### src/rtl/multicycle_control.sv
// Multi-cycle MIPS control unit: steps each instruction through FETCH/DECODE/EXEC/MEM/WB and
// drives datapath selects/enables, with memory handshakes, a wait timeout and a retire counter.
module multicycle_control #(
  parameter int unsigned FUNC_W          = 6,
  parameter int unsigned COUNT_W         = 32,
  parameter int unsigned MEM_TIMEOUT     = 16,
  parameter bit          HALT_ON_ILLEGAL = 1'b1
) (
  input  logic               clk_in,
  input  logic               reset_n_in,
  input  logic [5:0]         opcode_in,
  input  logic [FUNC_W-1:0]  func_in,
  input  logic               imem_ready_in,
  input  logic               dmem_ready_in,
  output logic               imem_req_out,
  output logic               ir_load_out,
  output logic               pc_enable_out,
  output logic               instr_mux_select_out,
  output logic               regfile_we_out,
  output logic               alu_mux_select_out,
  output logic [FUNC_W-1:0]  alu_func_out,
  output logic               data_mem_re_out,
  output logic               data_mem_we_out,
  output logic               data_mem_mux_select_out,
  output logic [1:0]         data_mem_size_out,
  output logic [2:0]         state_out,
  output logic               illegal_op_out,
  output logic               timeout_out,
  output logic [COUNT_W-1:0] retired_count_out
);

  typedef enum logic [2:0] {
    StFetch  = 3'd0,
    StDecode = 3'd1,
    StExec   = 3'd2,
    StMem    = 3'd3,
    StWb     = 3'd4,
    StHalt   = 3'd5
  } state_e;

  localparam logic [5:0] OpArith = 6'b000000;
  localparam logic [5:0] OpAddi  = 6'b001000;
  localparam logic [5:0] OpLw    = 6'b100011;
  localparam logic [5:0] OpSw    = 6'b101011;

  localparam logic [FUNC_W-1:0] FuncAdd = FUNC_W'(6'b100000);

  localparam bit          TimeoutEn      = (MEM_TIMEOUT != 0);
  localparam int unsigned WaitW          = (MEM_TIMEOUT > 1) ? $clog2(MEM_TIMEOUT) : 1;
  localparam int unsigned TimeoutLastInt = TimeoutEn ? MEM_TIMEOUT - 1 : 0;
  localparam logic [WaitW-1:0] TimeoutLast = WaitW'(TimeoutLastInt);

  state_e              state_q, state_d;
  logic [5:0]          op_q, op_d;
  logic [FUNC_W-1:0]   func_q, func_d;
  logic [WaitW-1:0]    wait_q, wait_d;
  logic                illegal_q, illegal_d;
  logic                timeout_q, timeout_d;
  logic [COUNT_W-1:0]  count_q, count_d;

  logic is_arith, is_addi, is_lw, is_sw, is_legal, wait_expired;

  assign is_arith = (op_q == OpArith);
  assign is_addi  = (op_q == OpAddi);
  assign is_lw    = (op_q == OpLw);
  assign is_sw    = (op_q == OpSw);
  assign is_legal = is_arith | is_addi | is_lw | is_sw;

  // The cycle that would bring the wait count up to MEM_TIMEOUT; ready in that cycle still wins.
  assign wait_expired = TimeoutEn && (wait_q == TimeoutLast);

  always_ff @(posedge clk_in) begin
    if (!reset_n_in) begin
      state_q   <= StFetch;
      op_q      <= '0;
      func_q    <= '0;
      wait_q    <= '0;
      illegal_q <= 1'b0;
      timeout_q <= 1'b0;
      count_q   <= '0;
    end else begin
      state_q   <= state_d;
      op_q      <= op_d;
      func_q    <= func_d;
      wait_q    <= wait_d;
      illegal_q <= illegal_d;
      timeout_q <= timeout_d;
      count_q   <= count_d;
    end
  end

  // Next-state logic. The wait counter is zero in every state it is not counting in, so it is
  // already clear on each entry to FETCH or MEM.
  always_comb begin
    state_d   = state_q;
    op_d      = op_q;
    func_d    = func_q;
    wait_d    = '0;
    illegal_d = illegal_q;
    timeout_d = timeout_q;

    unique case (state_q)
      StFetch: begin
        if (imem_ready_in) begin
          op_d    = opcode_in;
          func_d  = func_in;
          state_d = StDecode;
        end else if (wait_expired) begin
          timeout_d = 1'b1;
          state_d   = StHalt;
        end else if (TimeoutEn) begin
          wait_d = wait_q + 1'b1;
        end
      end
      StDecode: begin
        if (is_legal) begin
          state_d = StExec;
        end else begin
          illegal_d = 1'b1;
          state_d   = HALT_ON_ILLEGAL ? StHalt : StFetch;
        end
      end
      StExec: begin
        state_d = (is_lw || is_sw) ? StMem : StWb;
      end
      StMem: begin
        if (dmem_ready_in) begin
          state_d = is_lw ? StWb : StFetch;
        end else if (wait_expired) begin
          timeout_d = 1'b1;
          state_d   = StHalt;
        end else if (TimeoutEn) begin
          wait_d = wait_q + 1'b1;
        end
      end
      StWb: begin
        state_d = StFetch;
      end
      StHalt: begin
        state_d = StHalt;
      end
      default: begin
        state_d = StHalt;
      end
    endcase
  end

  // Datapath controls. Only ir_load and the sw retire pulse look at the ready inputs.
  always_comb begin
    imem_req_out            = 1'b0;
    ir_load_out             = 1'b0;
    pc_enable_out           = 1'b0;
    instr_mux_select_out    = 1'b1;
    regfile_we_out          = 1'b0;
    alu_mux_select_out      = 1'b1;
    alu_func_out            = FuncAdd;
    data_mem_re_out         = 1'b0;
    data_mem_we_out         = 1'b0;
    data_mem_mux_select_out = 1'b1;

    unique case (state_q)
      StFetch: begin
        imem_req_out = 1'b1;
        ir_load_out  = imem_ready_in;
      end
      StDecode: begin
        pc_enable_out = ~is_legal & ~HALT_ON_ILLEGAL;
      end
      StExec: begin
        instr_mux_select_out = ~is_arith;
        alu_mux_select_out   = ~is_arith;
        alu_func_out         = is_arith ? func_q : FuncAdd;
      end
      StMem: begin
        alu_mux_select_out = 1'b1;
        alu_func_out       = FuncAdd;
        data_mem_re_out    = is_lw;
        data_mem_we_out    = is_sw;
        pc_enable_out      = is_sw & dmem_ready_in;
      end
      StWb: begin
        instr_mux_select_out    = is_arith;
        alu_mux_select_out      = ~is_arith;
        alu_func_out            = is_arith ? func_q : FuncAdd;
        regfile_we_out          = 1'b1;
        pc_enable_out           = 1'b1;
        data_mem_mux_select_out = is_lw;
      end
      default: begin
        imem_req_out = 1'b0;
      end
    endcase
  end

  assign count_d = count_q + COUNT_W'(pc_enable_out);

  assign data_mem_size_out = 2'b11;
  assign state_out         = state_q;
  assign illegal_op_out    = illegal_q;
  assign timeout_out       = timeout_q;
  assign retired_count_out = count_q;

endmodule

### config.mk
export PLATFORM = sky130hd
export DESIGN_NAME = multicycle_control
export DESIGN_NICKNAME = d
export VERILOG_FILES = /design/src/rtl/multicycle_control.sv
export SDC_FILE = /design/constraint.sdc
export NUM_CORES = 1
export LEC_CHECK = 0
export BUFFER_PORTS_ARGS = -buffer_cell sky130_fd_sc_hd__buf_2
export CELL_PAD_IN_SITES_DETAIL_PLACEMENT = 0
export CELL_PAD_IN_SITES_GLOBAL_PLACEMENT = 1
export CORE_UTILIZATION = 41
export CTS_BUF_LIST = sky130_fd_sc_hd__clkbuf_8 sky130_fd_sc_hd__clkbuf_16
export DETAILED_ROUTE_END_ITERATION = 7
export PLACE_DENSITY = 0.92
export SLEW_MARGIN = 20
export SYNTH_ARGS = -nofsm -noshare
export SYNTH_HDL_FRONTEND = slang
export SYNTH_SLANG_ARGS = --single-unit
### constraint.sdc
create_clock -name clk_in -period 7.1 [get_ports clk_in]
set_input_delay 1.42 -clock clk_in [delete_from_list [all_inputs] [get_ports clk_in]]
set_output_delay 1.42 -clock clk_in [all_outputs]
set_load 0.05 [all_outputs]
==> flow_summary.toml <==
[run_status]
status = "finished, final reports clean"

[worst_setup_path]
r2r_setup_slack_ps = 4080
r2r_start = "op_q[2]"
critPathSlowestCell = "inv_1"
r2r_cells = 10
path_max_fanout = 13
path_class = "in -> out"
cp-end-kind = "output port"
critical_path.cell_chain = "buf_2, nand2_1, inv_1, buf_2"
r2r_end = "retired_count_out[18]"
start_kind = "input port"
arrival_ps = 2500
cp_top_family = "buffers and inverters"
worst-path-buf-inv = 3
crit_required_ps = 5680
critPathMostFrequentCell = "buf_2"
slowest_delay_ps = 390

[global_route]
overflow = 0
grt_start_max_net_pins = 35
track_usage_pct = 16.85
grt_antenna_before_repair = 0
grt_pass1_wl_um = 8742
grt_pass1_vias = 1944

[routing]
route.detailed.drc = 0
post_drt_via_cell_ratio = 5.296
vias = 2309
routed_wl_um = 5570
routedWlPerCell_um = 12.78
ant_nets = 0
drt-initial-drc-count = 91
firstDrtPassIters = 4

[final_layout]
drive_above_1_share_pct = 21.61
fin_nets = 379
final_cell_mix = "buf_2, dfxtp_1, nand2_1, a21oi_1, nor2_1"
final_common_cell = "buf_2"
fill_cells = 583
syn2layout_area_growth_pct = 15.93
antenna_cells = 0
final_cells = 436

[sta]
holdWs_ps = 453.8
finalSetupViolCount = 0
slew_headroom_pct = 39.28
hold_viol_final = 0
layout_setup_ws_ps = 3185
fin_crit_ps = 3915
finClkSkew_ps = 8.673
tns_ps = 0
drv_slew = 0
worst_slew_pin_slew_ps = 905.3
fin_crit_sh_pct = 55.15
rsz0062_at_grt = "false"
max_freq_mhz = 255.4

[logic_synthesis]
syn_area_sq_um = 2576
synth_warnings = 0
ys_ff_latch = 53
yosysUniqueCellTypes = 40
synth_area_leaders = "dfxtp_1, nand2_1, a21oi_1, xor2_1, nand2b_1"
syn_area_per_cell_sq_um = 8.474
netlist_instances = 304
synth_top_cell_area_share_pct = 41.19
yosys.area.top_type = "dfxtp_1"
synth-seq-area-share_pct = 41.19

[clock_tree]
hold_buffers = 0
post-cts-setup-buffers = 0
cts_made_buffers = 5
cts_tree = "built"
root_buffer = "clkbuf_8"
numClockSinks = 53
clk_latency_ps = 300
cts.path.max_buffers = 2
cts_resized = 0
path_clk_slew_ps = 90
ctsHtreeMaxLevel = 2

[hold_path]
hold_class = "reg -> reg"
holdPathEnd = "func_q[4]"
hold_depth = 2
holdCritStartpoint = "func_q[4]"

[die]
ioPinCount = 70
die_w_um = 81.27
chipHeight_um = 81.27
core-area_sq_um = 5991
fp.dieArea_sq_um = 6605
start_util_pct = 43.00
row_count = 28

[place]
dp.cells = 428
io_buffers = 67
dp_worst_setup_slack_ps = 3183
dp_hpwl_um = 3969
gp_congestion = 0.7555

[power]
p_total_mw = 0.6458
leakagePower_nw = 1.268
power_density_nw_per_um2 = 216.2
ir_worst_vdd_mv = 0.1002

[flow_run]
drv_cap = 0
layer usage:
| layer | global-route usage [%] | share of wire, % | vias to the layer above |
|---|---|---|---|
| met2 | 28.17 | 46 | 62 |
| met5 | 0 | 0 | - |
| li1 | - | - | 1189 |
| met1 | 21.32 | 48 | 1056 |
| met4 | 4.286 | 0.45 | 0 |
| met3 | 4.382 | 4.9 | 2 |
Yosys cell counts (all sizes together):
cell type,number
dfxtp,53
nand2,43
a21oi,24
nor2,17
nand3,13
nand2b,11
o21ai,11
clkbuf,10
buf,9
nor3,9
and2,8
nor4,8
xor2,8
inv,7
nand4,7
or3,7
and4,6
o21a,6
xnor2,6
and3,5
mux2i,5
o31ai,4
or4,4
a211oi,3
ha,3
o311ai,3
o31a,3
a21o,2
nand3b,2
o41ai,2
and3b,1
clkinv,1
conb,1
nand4b,1
o211a,1
through the flow:
step / utilization [%] / cell area (sq um)
final: 49.85 / 2987
after global routing: 49.85 / 2987
after CTS: 49.85 / 2987
after detailed placement: 48.52 / 2907
after global placement: 48.52 / 2907
after floorplan: - / 2580
power by group:
part	switching [mW]	internal [mW]	total, mW
combinational	0.114	0.0433	0.157
sequential	0.0194	0.313	0.333
clock	0.0903	0.0660	0.156
worst max-delay path by stage:
stage	cells after the start	endpoint	start	slack (ps)
global placement	4	ir_load_out	imem_ready_in	3240
finish	4	ir_load_out	imem_ready_in	3180
CTS	4	ir_load_out	imem_ready_in	3190
floorplan	12	retired_count_out[30]	state_out[0]	2720
detailed placement	4	ir_load_out	imem_ready_in	3180
global route	4	ir_load_out	imem_ready_in	3090
final cells by class:
| class | count | area [sq um] | share of cell area (%) |
|---|---|---|---|
| clock buffer | 5 | 68.82 | 2.304 |
| clock inverter | 3 | 11.26 | 0.3770 |
| inverter | 8 | 30.03 | 1.005 |
| multi-input combinational | 225 | 1386 | 46.42 |
| sequential | 53 | 1061 | 35.53 |
| tap | 75 | 93.84 | 3.142 |
| timing repair buffer | 67 | 335.3 | 11.23 |
sequential cells by signal (all words and copies together), names as in the netlist:
register	flops
illegal_op_out	1
op_q	6
wait_q	4
state_out	3
func_q	6
timeout_out	1
retired_count_out	32
tightest hold or removal path: cells and delay by family, from the launching register on:
kind	cells	cell delay, ps
AO/OA/AOI/OAI	1	50
AND/OR/NAND/NOR	1	50
flip-flops	1	310
cells by family (layout without fill, tap and decap cells):
kind of cell    Yosys count  after routing  share of synthesized area [%]
simple gates            142            142                          30.89
xor+xnor                 14             14                          4.760
other cells               1              2                         0.1456
compound gates           59             59                          14.47
flops                    53             53                          41.19
fa+ha+maj                 3              3                          1.457
buf+inv                  27             83                          5.148
mux                       5              5                          1.943
Note: power is estimated with default switching activity, not from simulation.
